<file path="config.mk">
export PLATFORM = sky130hd
export DESIGN_NAME = fetch_queue
export DESIGN_NICKNAME = d
export VERILOG_FILES = /design/src/rtl/fetch_queue.sv
export SDC_FILE = /design/constraint.sdc
export NUM_CORES = 1
export LEC_CHECK = 0
export ABC_CLOCK_PERIOD_IN_PS = 12350
export CORE_AREA = 2 2 237 239
export DETAILED_ROUTE_END_ITERATION = 16
export DIE_AREA = 0 0 239 241
export PLACE_DENSITY = 0.8
export SLEW_MARGIN = 40
export SYNTH_ARGS = -nofsm -noshare
export SYNTH_HDL_FRONTEND = slang
export SYNTH_SLANG_ARGS = --single-unit
</file>
<file path="constraint.sdc">
create_clock -name clk -period 12.35 [get_ports clk]
set_clock_uncertainty 0.2 [all_clocks]
set_input_delay 2.47 -clock clk [delete_from_list [all_inputs] [get_ports clk]]
set_output_delay 2.47 -clock clk [all_outputs]
set_load 0.03 [all_outputs]
</file>
<file path="src/rtl/fetch_queue.sv">
// Instruction buffer between fetch and decode: circular buffer with single-cycle flush.
// Optional same-cycle bypass through an empty queue: define FETCH_QUEUE_BYPASS_EN.
module fetch_queue #(
  parameter  int unsigned DEPTH = 8,
  localparam int unsigned PTR_W = $clog2(DEPTH)
) (
  input  logic             clk,
  input  logic             rst_n,
  input  logic             flush,
  input  logic             in_valid,
  output logic             in_ready,
  input  logic [31:0]      in_pc,
  input  logic [31:0]      in_inst,
  input  logic             in_pred_taken,
  input  logic [31:0]      in_pred_target,
  input  logic             in_excp,
  input  logic [5:0]       in_ecode,
  output logic             out_valid,
  input  logic             out_ready,
  output logic [31:0]      out_pc,
  output logic [31:0]      out_inst,
  output logic             out_pred_taken,
  output logic [31:0]      out_pred_target,
  output logic             out_excp,
  output logic [5:0]       out_ecode,
  output logic [PTR_W:0]   count
);

  typedef struct packed {
    logic [31:0] pc;
    logic [31:0] inst;
    logic        pred_taken;
    logic [31:0] pred_target;
    logic        excp;
    logic [5:0]  ecode;
  } entry_t;

  localparam logic [PTR_W:0] FULL = (PTR_W+1)'(DEPTH);

  entry_t           mem [DEPTH];
  logic [PTR_W-1:0] head;
  logic [PTR_W-1:0] tail;
  logic [PTR_W:0]   cnt;

  entry_t in_entry;
  entry_t out_entry;
  logic   not_empty;
  logic   bypass;
  logic   push;
  logic   pop;

  always_comb begin
    in_entry = '{pc:          in_pc,
                 inst:        in_inst,
                 pred_taken:  in_pred_taken,
                 pred_target: in_pred_target,
                 excp:        in_excp,
                 ecode:       in_ecode};
    not_empty = (cnt != '0);
    in_ready  = (cnt != FULL) | out_ready;
`ifdef FETCH_QUEUE_BYPASS_EN
    bypass    = ~not_empty & in_valid & ~flush;
`else
    bypass    = 1'b0;
`endif
    out_entry = bypass ? in_entry : mem[head];
    out_valid = not_empty | bypass;
    // A bypassed entry taken by decode in the same cycle never touches storage.
    push      = in_valid & in_ready & ~flush & ~(bypass & out_ready);
    pop       = not_empty & out_ready & ~flush;
  end

  always_comb begin
    out_pc          = out_entry.pc;
    out_inst        = out_entry.inst;
    out_pred_taken  = out_entry.pred_taken;
    out_pred_target = out_entry.pred_target;
    out_excp        = out_entry.excp & out_valid;
    out_ecode       = out_entry.ecode;
    count           = cnt;
  end

  always_ff @(posedge clk) begin
    if (rst_n && push) begin
      mem[tail] <= in_entry;
    end
  end

  always_ff @(posedge clk) begin
    if (!rst_n || flush) begin
      head <= '0;
      tail <= '0;
      cnt  <= '0;
    end else begin
      if (push) begin
        tail <= tail + PTR_W'(1);
      end
      if (pop) begin
        head <= head + PTR_W'(1);
      end
      if (push && !pop) begin
        cnt <= cnt + (PTR_W+1)'(1);
      end else if (pop && !push) begin
        cnt <= cnt - (PTR_W+1)'(1);
      end
    end
  end

endmodule

</file>
==> impl_metrics.csv, run 1 <==
group,metric,value,unit
status,run_status,"completed",
worst_setup_path,reg2reg_to,"mem[5][94]",
global_route,grt_util_all_layers,0.2187,
sta,fin_crit,6678,ps
place,port_buffers,218,
worst_setup_path,crit_path_max_fanout,49,
floorplan,initial_core_util,0.5886,
worst_setup_path,rrSetupSlack,8640,ps
min_path,hold_start,"head[2]",
yosys,syn_area,32300,µm²
worst_setup_path,r2r.worst_path.cells,6,
global_route,grt_overflow,0,
worst_setup_path,path_delay_family,"buffers and inverters",
worst_setup_path,cp-start-kind,"flop",
power_and_ir_drop,p_leak,11.75,nW
floorplan,core-area,54880,µm²
worst_setup_path,cp.required,9680,ps
global_route,grt_pass1_wl,92070,µm
worst_setup_path,arrival,4010,ps
sta,fin_ws,5672,ps
clock_network,cts_hold_buffers,0,
yosys,netlist_instances,1281,
clock_network,cts_tree,"built",
clock_network,cts_made_buffers,84,
clock_network,insertion_delay,630,ps
sta,finalSetupTns,0,ps
place,place_hpwl,32640,µm
yosys,synth_nets,1396,
place,gp_congestion,0.7281,
clock_network,clockBufferDepth,3,
sta,setup_viol,0,
sta,max_slew.worst_pin.slew,840.6,ps
worst_setup_path,slowest_delay,730,ps
min_path,hp-class,"flop to flop",
min_path,min_path_cells,2,
sta,hold_viol,0,
worst_setup_path,path_cells,"buf_6 -> buf_4 -> mux4_2 -> mux2_4 -> clkdlybuf4s50_1",
worst_setup_path,path_class,"flop to output port",
drt,drt-initial-drc-count,1222,
finish,final_core_util,0.6909,
yosys,avgSynthCellArea,25.21,µm²
sta,max_freq,149.8,MHz
floorplan,die-area,57600,µm²
clock_network,post_cts_buffers,0,
yosys,ys_seq_elements,845,
finish,layout-drive-gt1-share,0.2907,
finish,fin_nets,1666,
drt,drt-pass1-iter-count,5,
drt,avgViaCountPerCell,6.039,
worst_setup_path,end_kind,"output port",
yosys,synth.area.top_cells,"edfxtp_1, mux4_2, mux2_4",
finish,ff_latch_area,25260,µm²
drt,routed_wl,61600,µm
global_route,grt_max_degree,63,
yosys,synth.yosys.seq_area_share,0.7816,
worst_setup_path,crit_buf_inv,3,
drt,wl_per_cell,26.48,µm
sta,finalCritPeriodShare,0.5407,
clock_network,cts_resized,0,
sta,holdWs,316.0,ps
floorplan,die_h,241,µm
finish,fillerInstances,3245,
drt,vias,14050,
yosys,synth_cell_types,33,
worst_setup_path,r2r_start,"count[0]",
place,dpl_worst_slack,5739,ps
sta,slew_violations,0,
drt,ant_nets,0,
clock_network,cts.sinks,845,
power_and_ir_drop,p_per_area,154.0,nW/µm²
yosys,synth_top_area_share,0.7735,
power_and_ir_drop,peakVddDrop,0.1184,mV
floorplan,fp.dieW,239,µm
global_route,grt_pass1_vias,14960,
finish,multi_input_area,6618,µm²
global_route,antenna_found_initial,8,
finish,area_delta_synth_final,17.39,%
floorplan,rows,86,
flow_run,maxCapViolations,0,
drt,route.detailed.drc,0,
floorplan,io_pins,219,
sta,relSlewSlack,0.4396,
clock_network,clkTransAtPathRegs,60,ps
worst_setup_path,crit_slowest_cell,"buf_4",
clock_network,root_buffer,"clkbuf_16",
clock_network,h-tree-depth,3,
yosys,yosysTopAreaCell,"edfxtp_1",
sta,rsz0062_at_grt,"no",
yosys,yosysWarnings,0,
==> sequential cells by signal (all words and copies together), names as in the netlist, named ones only <==
name / flops
tail: 3
head: 3
count: 4
mem: 832
==> worst min-delay path: cells and delay by family (launching register included) <==
kind | cells | cell delay, ps
and+or+nand+nor | 1 | 40
DFF | 1 | 330
xor gates and xnor gates | 1 | 110
==> logic make-up (layout without fill, tap and decap cells) <==
kind of cell	after synthesis	after routing	share of synthesized area
AND/OR/NAND/NOR	37	37	0.005462
adder cells (fa/ha/maj)	6	6	0.002557
other	0	5	0
buffers and inverters	65	401	0.01522
multiplexers	315	315	0.1921
flip-flops	845	845	0.7816
AO/OA/AOI/OAI	7	7	0.001472
XOR/XNOR	6	6	0.001627
==> per-layer routing <==
metal | global-route usage | vias to the layer above | part of all wire
met5 | 0 | - | 0.00084
met2 | 0.3721 | 440 | 0.52
met1 | 0.2847 | 7490 | 0.39
met3 | 0.05433 | 81 | 0.072
li1 | - | 6028 | -
met4 | 0.06155 | 8 | 0.018
==> through the flow <==
| step | cell area [µm²] | instances | power [mW] |
|---|---|---|---|
| floorplan | 32300 | 1281 | 3.347 |
| global placement | 35150 | 2167 | 3.445 |
| detailed placement | 35220 | 2168 | 3.454 |
| CTS | 37880 | 2320 | 5.894 |
| global route | 37910 | 2323 | 6.013 |
| finish | 37920 | 2326 | 5.841 |
==> final cells by class <==
type	count	area share
antenna	5	0.0003300
clock buffer	100	0.05814
clock inverter	52	0.01201
inverter	5	0.0004950
multi-input combinational	371	0.1745
sequential	845	0.6661
tap	704	0.02323
timing repair buffer	244	0.06517
==> report_power, final <==
group / internal [mW] / switching (mW)
clock network: 1.42 / 1.03
registers: 3.17 / 0.00561
logic: 0.105 / 0.115
total: 4.69 / 1.15
==> how the worst max path moves through the flow <==
| stage | start | to | slack [ps] | cells past startpoint |
|---|---|---|---|---|
| floorplan | out_ready | mem[1][0] | 1280 | 4 |
| global placement | out_ready | in_ready | 5720 | 4 |
| detailed placement | out_ready | in_ready | 5740 | 4 |
| CTS | flop | out_pred_target[23] | 5280 | 5 |
| global route | flop | out_inst[23] | 5440 | 5 |
| finish | flop | out_pred_target[23] | 5670 | 5 |
==> cell usage in the layout, fill, tap and decap left out, types with 13 or more instances in the layout <==
cell               n
clkdlybuf4s50_1  218
mux4_2           208
buf_6             13
clkbuf_16         86
mux2_4            85
nor2_1            15
clkinv_2          16
clkinv_1          18
clkbuf_1          14
edfxtp_1         832
mux2_2            18
==> cell usage after synthesis (all sizes together) <==
library cell / n
fa: 1
dfxtp: 13
xnor2: 4
a21oi: 2
a211oi: 1
nor2: 21
o211ai: 1
nor4: 1
o21ai: 1
or3: 3
nor3: 2
and4b: 1
a211o: 1
edfxtp: 832
mux2i: 4
xor2: 2
or2: 1
buf: 44
clkbuf: 16
a31o: 1
nor3b: 1
nand3: 2
mux2: 103
nand2: 1
mux4: 208
inv: 5
nand2b: 4
ha: 5
Note: power is estimated with default switching activity, not from simulation.
==> run 2, diff against run 1 <==
==> config.mk (replaced) <==
export PLATFORM = sky130hd
export DESIGN_NAME = fetch_queue
export DESIGN_NICKNAME = d
export VERILOG_FILES = /design/src/rtl/fetch_queue.sv
export SDC_FILE = /design/constraint.sdc
export NUM_CORES = 1
export LEC_CHECK = 0
export ABC_CLOCK_PERIOD_IN_PS = 5800
export CORE_AREA = 2 2 250 252
export DETAILED_ROUTE_END_ITERATION = 16
export DIE_AREA = 0 0 252 254
export PLACE_DENSITY = 0.76
export SLEW_MARGIN = 40
export SYNTH_ARGS = -nofsm -noshare
export SYNTH_HDL_FRONTEND = slang
export SYNTH_SLANG_ARGS = --single-unit
==> constraint.sdc (replaced) <==
create_clock -name clk -period 5.8 [get_ports clk]
set_clock_uncertainty 0.2 [all_clocks]
set_input_delay 1.16 -clock clk [delete_from_list [all_inputs] [get_ports clk]]
set_output_delay 1.16 -clock clk [all_outputs]
set_load 0.03 [all_outputs]
==> run 2 against run 1 <==
Effect of this change: global-route usage decreased by 2.0 points; final area increased by 0.23%; register-to-register slack got worse by 5800 ps.
==> impl_metrics.csv, run 2 (synthesis results as in run 1) <==
group,metric,value,unit
clock_network,cts_made_buffers,83,
worst_setup_path,crit_slowest_cell,"dfxtp_4",
global_route,grt_max_degree,84,
power_and_ir_drop,peakVddDrop,0.2480,mV
global_route,grt_pass1_wl,93470,µm
global_route,grt_util_all_layers,0.1985,
finish,layout_commonest_cell,"edfxtp_1",
finish,antenna_cells,0,
worst_setup_path,r2r_start,"count[0]",
sta,finalSetupTns,0,ps
place,port_buffers,218,
worst_setup_path,cp-start-kind,"flop",
worst_setup_path,path_cells,"buf_12 -> mux4_2 -> mux2_4 -> clkdlybuf4s50_1",
worst_setup_path,reg2reg_to,"mem[6][31]",
worst_setup_path,crit_path_max_fanout,47,
place,place_hpwl,33360,µm
clock_network,cts_tree,"built",
worst_setup_path,r2r.worst_path.cells,5,
clock_network,post_cts_buffers,0,
worst_setup_path,slowest_delay,810,ps
finish,multi_input_area,6630,µm²
worst_setup_path,rrSetupSlack,2860,ps
drt,vias,14030,
global_route,met1_usage,0.2615,
clock_network,root_buffer,"clkbuf_16",
global_route,use_met3,0.04302,
floorplan,rows,91,
drt,wl_per_cell,25.91,µm
global_route,antenna_found_initial,7,
finish,mostFrequentLayoutCells,"edfxtp_1, clkdlybuf4s50_1, mux4_2, mux2_4, clkbuf_16",
finish,top_register,"mem",
power_and_ir_drop,p_leak,11.74,nW
place,dpl_worst_slack,1588,ps
floorplan,die_h,254,µm
sta,max_slew.worst_pin.slew,838.3,ps
floorplan,io_pins,219,
clock_network,cts_hold_buffers,0,
min_path,hold_start,"head[2]",
clock_network,insertion_delay,590,ps
place,gp_congestion,0.7219,
floorplan,die-area,64010,µm²
drt,routed_wl,62390,µm
finish,fin_nets,1672,
global_route,grt_overflow,0,
finish,ff_latch_area,25260,µm²
min_path,min_path_cells,2,
clock_network,clkTransAtPathRegs,60,ps
global_route,busiest_layer,"met2",
sta,fin_ws,1035,ps
finish,layout-drive-gt1-share,0.2905,
sta,finalCritPeriodShare,0.8215,
sta,fin_crit,4765,ps
clock_network,cts.sinks,845,
clock_network,h-tree-depth,3,
clock_network,cts_resized,0,
sta,max_freq,209.9,MHz
clock_network,clockBufferDepth,3,
finish,area_delta_synth_final,17.66,%
worst_setup_path,end_kind,"output port",
status,run_status,"completed",
global_route,use_met2,0.3380,
sta,setup_viol,0,
finish,largest_reg_flops,832,
worst_setup_path,arrival,3400,ps
sta,hold_viol,0,
worst_setup_path,path_class,"flop to output port",
floorplan,initial_core_util,0.5273,
flow_run,maxCapViolations,0,
drt,route.detailed.drc,0,
floorplan,fp.dieW,252,µm
min_path,hp-class,"flop to flop",
floorplan,core-area,61260,µm²
power_and_ir_drop,p_per_area,321.4,nW/µm²
drt,ant_nets,0,
sta,rsz0062_at_grt,"no",
global_route,grt_pass1_vias,15060,
sta,relSlewSlack,0.4411,
drt,avgViaCountPerCell,5.826,
drt,drt-pass1-iter-count,5,
worst_setup_path,cp.required,4440,ps
power_and_ir_drop,p_total,12.21,mW
finish,fillerInstances,4055,
sta,slew_violations,0,
drt,drt-initial-drc-count,992,
run 2: cell count changes in the layout (fill, tap and decap cells not counted), sizes merged:
| cell | previous run | this run |
|---|---|---|
| clkinvlp | 5 | 2 |
| buf | 26 | 33 |
| inv | 10 | 7 |
| diode | 5 | 0 |
| clkinv | 35 | 37 |
| bufinv | 7 | 4 |
| clkbuf | 100 | 101 |
run 2: worst max path at each step:
| stage | cells past startpoint | slack (ps) | to | from |
|---|---|---|---|---|
| floorplan | 4 | -1170 | mem[7][0] | out_ready |
| global placement | 4 | 1600 | out_inst[6] | flop |
| detailed placement | 4 | 1590 | out_inst[13] | flop |
| CTS | 4 | 920 | out_pred_target[31] | flop |
| global route | 4 | 850 | out_inst[11] | flop |
| finish | 4 | 1040 | out_ecode[4] | flop |
run 2: power by group:
| part | internal (mW) | leakage [nW] | switching, mW |
|---|---|---|---|
| Combinational | 0.227 | 2.90 | 0.243 |
| Sequential | 6.74 | 7.60 | 0.0141 |
| Clock | 2.85 | 1.24 | 2.14 |
run 2: metal layers:
| metal | part of all wire | up-vias |
|---|---|---|
| met5 | 0.0014 | - |
| met4 | 0.018 | 14 |
| met3 | 0.061 | 92 |
| met2 | 0.52 | 413 |
| met1 | 0.40 | 7479 |
| li1 | - | 6032 |
run 2: layout make-up:
cell class / count / share of cell area
Sequential cell: 845 / 0.6646
Multi-Input combinational cell: 371 / 0.1745
Timing Repair Buffer: 251 / 0.06861
Clock buffer: 101 / 0.05755
Tap cell: 790 / 0.02601
Clock inverter: 45 / 0.008330
Inverter: 5 / 0.0004938
run 2: per-stage QoR:
step / cell area, µm² / std cells / hold WS (ps) / util
after floorplan: 32310 / 1281 / 289.6 / -
after global placement: 35450 / 2260 / 306.5 / 0.5786
after detailed placement: 35500 / 2262 / 317.1 / 0.5795
after CTS: 38000 / 2408 / 332.6 / 0.6203
after global routing: 38000 / 2408 / 364.7 / 0.6204
final: 38000 / 2408 / 325.9 / 0.6204
run 2: worst max-delay path, delay by kind of cell (launching register included):
| kind | cells | cell delay, ps |
|---|---|---|
| buffers and inverters | 2 | 1030 |
| muxes | 2 | 860 |
| DFF | 1 | 810 |
==> run 3, diff against run 2 <==
==> config.mk (replaced) <==
export PLATFORM = sky130hd
export DESIGN_NAME = fetch_queue
export DESIGN_NICKNAME = d
export VERILOG_FILES = /design/src/rtl/fetch_queue.sv
export SDC_FILE = /design/constraint.sdc
export NUM_CORES = 1
export LEC_CHECK = 0
export ABC_CLOCK_PERIOD_IN_PS = 4700
export CORE_AREA = 2 2 237 239
export DETAILED_ROUTE_END_ITERATION = 16
export DIE_AREA = 0 0 239 241
export PLACE_DENSITY = 0.8
export SLEW_MARGIN = 40
export SYNTH_ARGS = -nofsm -noshare
export SYNTH_HDL_FRONTEND = slang
export SYNTH_SLANG_ARGS = --single-unit
==> constraint.sdc (replaced) <==
create_clock -name clk -period 4.7 [get_ports clk]
set_clock_uncertainty 0.2 [all_clocks]
set_input_delay 0.94 -clock clk [delete_from_list [all_inputs] [get_ports clk]]
set_output_delay 0.94 -clock clk [all_outputs]
set_load 0.03 [all_outputs]
==> run 3 against run 2 <==
Effect of this change: first-iteration DRC count up 19%; power up 27%; flip-flop and latch count unchanged; register-to-register slack worse by 900 ps; via count up 0.52%; clock-buffer cell count up 4; combinational power up 26%; critical path depth up 1; global-route usage up 2.5 points; critical path type unchanged; critical endpoint unchanged.
==> impl_metrics.csv, run 3 (synthesis results as in run 1) <==
group,metric,value,unit
drt,ant_nets,0,
drt,avgViaCountPerCell,6.048,
sta,max_freq,231.3,MHz
drt,wl_per_cell,26.96,µm
worst_setup_path,cp.required,3560,ps
finish,largest_reg_flops,832,
global_route,grt_util_all_layers,0.2235,
sta,slew_violations,0,
clock_network,cts_resized,0,
min_path,hold_start,"head[2]",
place,place_hpwl,33410,µm
sta,finalCritPeriodShare,0.9199,
worst_setup_path,end_kind,"output port",
clock_network,cts_hold_buffers,0,
floorplan,die-area,57600,µm²
sta,relSlewSlack,0.5813,
clock_network,cts_made_buffers,83,
clock_network,clkTransAtPathRegs,60,ps
global_route,antenna_found_initial,7,
place,gp_congestion,0.7210,
power_and_ir_drop,swShare,0.1930,
place,port_buffers,218,
power_and_ir_drop,p_sw,2.984,mW
worst_setup_path,rrSetupSlack,1960,ps
sta,fin_crit,4323,ps
flow_run,maxCapViolations,0,
finish,top_register,"mem",
global_route,grt_max_degree,61,
clock_network,insertion_delay,610,ps
drt,routed_wl,62870,µm
sta,finalSetupTns,0,ps
sta,rsz0062_at_grt,"no",
floorplan,initial_core_util,0.5886,
worst_setup_path,crit_path_max_fanout,28,
sta,hold_viol,0,
power_and_ir_drop,p_total,15.46,mW
worst_setup_path,cp-start-kind,"flop",
floorplan,die_h,241,µm
power_and_ir_drop,p_seq_frac,0.539,
sta,setup_viol,0,
global_route,grt_pass1_wl,93880,µm
clock_network,h-tree-depth,3,
drt,vias,14100,
drt,route.detailed.drc,0,
drt,drt-pass1-iter-count,5,
drt,drt-initial-drc-count,1180,
power_and_ir_drop,p_leak,11.91,nW
clock_network,post_cts_buffers,0,
clock_network,root_buffer,"clkbuf_16",
finish,final_core_util,0.6996,
global_route,grt_overflow,0,
clock_network,cts.sinks,845,
floorplan,io_pins,219,
power_and_ir_drop,peakVddDrop,0.3348,mV
worst_setup_path,arrival,3180,ps
finish,mostFrequentLayoutCells,"edfxtp_1, clkdlybuf4s50_1, mux4_2, clkbuf_16, mux2_4",
clock_network,clockBufferDepth,3,
worst_setup_path,r2r_start,"count[1]",
clock_network,cts_tree,"built",
sta,max_slew.worst_pin.slew,626.6,ps
finish,fin_nets,1675,
floorplan,fp.dieW,239,µm
worst_setup_path,path_class,"flop to output port",
power_and_ir_drop,combPwrFrac,0.038,
floorplan,core-area,54880,µm²
power_and_ir_drop,p_per_area,402.8,nW/µm²
finish,layout-drive-gt1-share,0.2970,
finish,layout_commonest_cell,"edfxtp_1",
min_path,hp-class,"flop to flop",
global_route,grt_pass1_vias,15250,
floorplan,rows,86,
power_and_ir_drop,clkPwrFrac,0.423,
finish,area_delta_synth_final,18.87,%
status,run_status,"completed",
power_and_ir_drop,intPower,12.48,mW
-- run 3: cell types whose count changed in the layout (fill, tap and decap cells not counted), moves of 2 or more --
| cell | previous run | this run |
|---|---|---|
| buf_12 | 12 | 33 |
| buf_4 | 18 | 3 |
| buf_6 | 2 | 0 |
| bufinv_16 | 4 | 8 |
| clkbuf_16 | 85 | 89 |
| clkinv_2 | 20 | 18 |
| diode_2 | 0 | 2 |
| inv_6 | 2 | 0 |
| or3_1 | 3 | 1 |
| or3_4 | 0 | 2 |
-- run 3: cell type report --
| cell class | instances | area [µm²] |
|---|---|---|
| Inverter | 5 | 18.77 |
| Clock buffer | 105 | 2287 |
| Clock inverter | 46 | 421.7 |
| Timing Repair Buffer | 254 | 2865 |
| Fill cell | 3152 | 16480 |
| Multi-Input combinational cell | 371 | 6659 |
| Tap cell | 704 | 880.8 |
| Sequential cell | 845 | 25260 |
| Antenna cell | 2 | 5.005 |
-- run 3: worst max-delay path: stages (launching register included) --
cell             delay, ps
dfxtp_4                540
buf_12                 300
buf_12                 240
mux4_2                 540
mux2_4                 300
clkdlybuf4s50_1        610
-- run 3: metrics by stage --
stage / hold WS [ps] / instances / setup WS (ps) / area (µm²)
final: 324.2 / 2332 / 376.7 / 38390
after global routing: 357.3 / 2331 / 220.7 / 38390
after CTS: 327.1 / 2330 / 278.8 / 38390
after detailed placement: 309.9 / 2179 / 989.9 / 35680
after global placement: 308.0 / 2179 / 1002 / 35680
after floorplan: 289.6 / 1281 / -248.3 / 32370
-- run 3: final timing paths --
path	to	cells after the start
max	out_ecode[4]	5
min	flop	2
max reg2reg	count[3]	10
min reg2reg	flop	2
-- run 3: power groups by stage --
stage | registers, mW | clock network (mW) | logic [mW]
after CTS | 8.33 | 6.67 | 0.599
after detailed placement | 8.49 | 0 | 0.594
after global placement | 8.49 | 0 | 0.577
after global routing | 8.33 | 6.96 | 0.631
after floorplan | 8.50 | 0 | 0.294
final | 8.33 | 6.54 | 0.592
-- run 3: metal layers --
metal	routed length, µm	part of all wire	vias to the layer above	track usage
met2	32270	0.51	453	0.3749
met1	25000	0.40	7502	0.2929
li1	-	-	6044	-
met5	57	0.00091	-	0
met4	1292	0.021	10	0.07330
met3	4249	0.068	94	0.05330
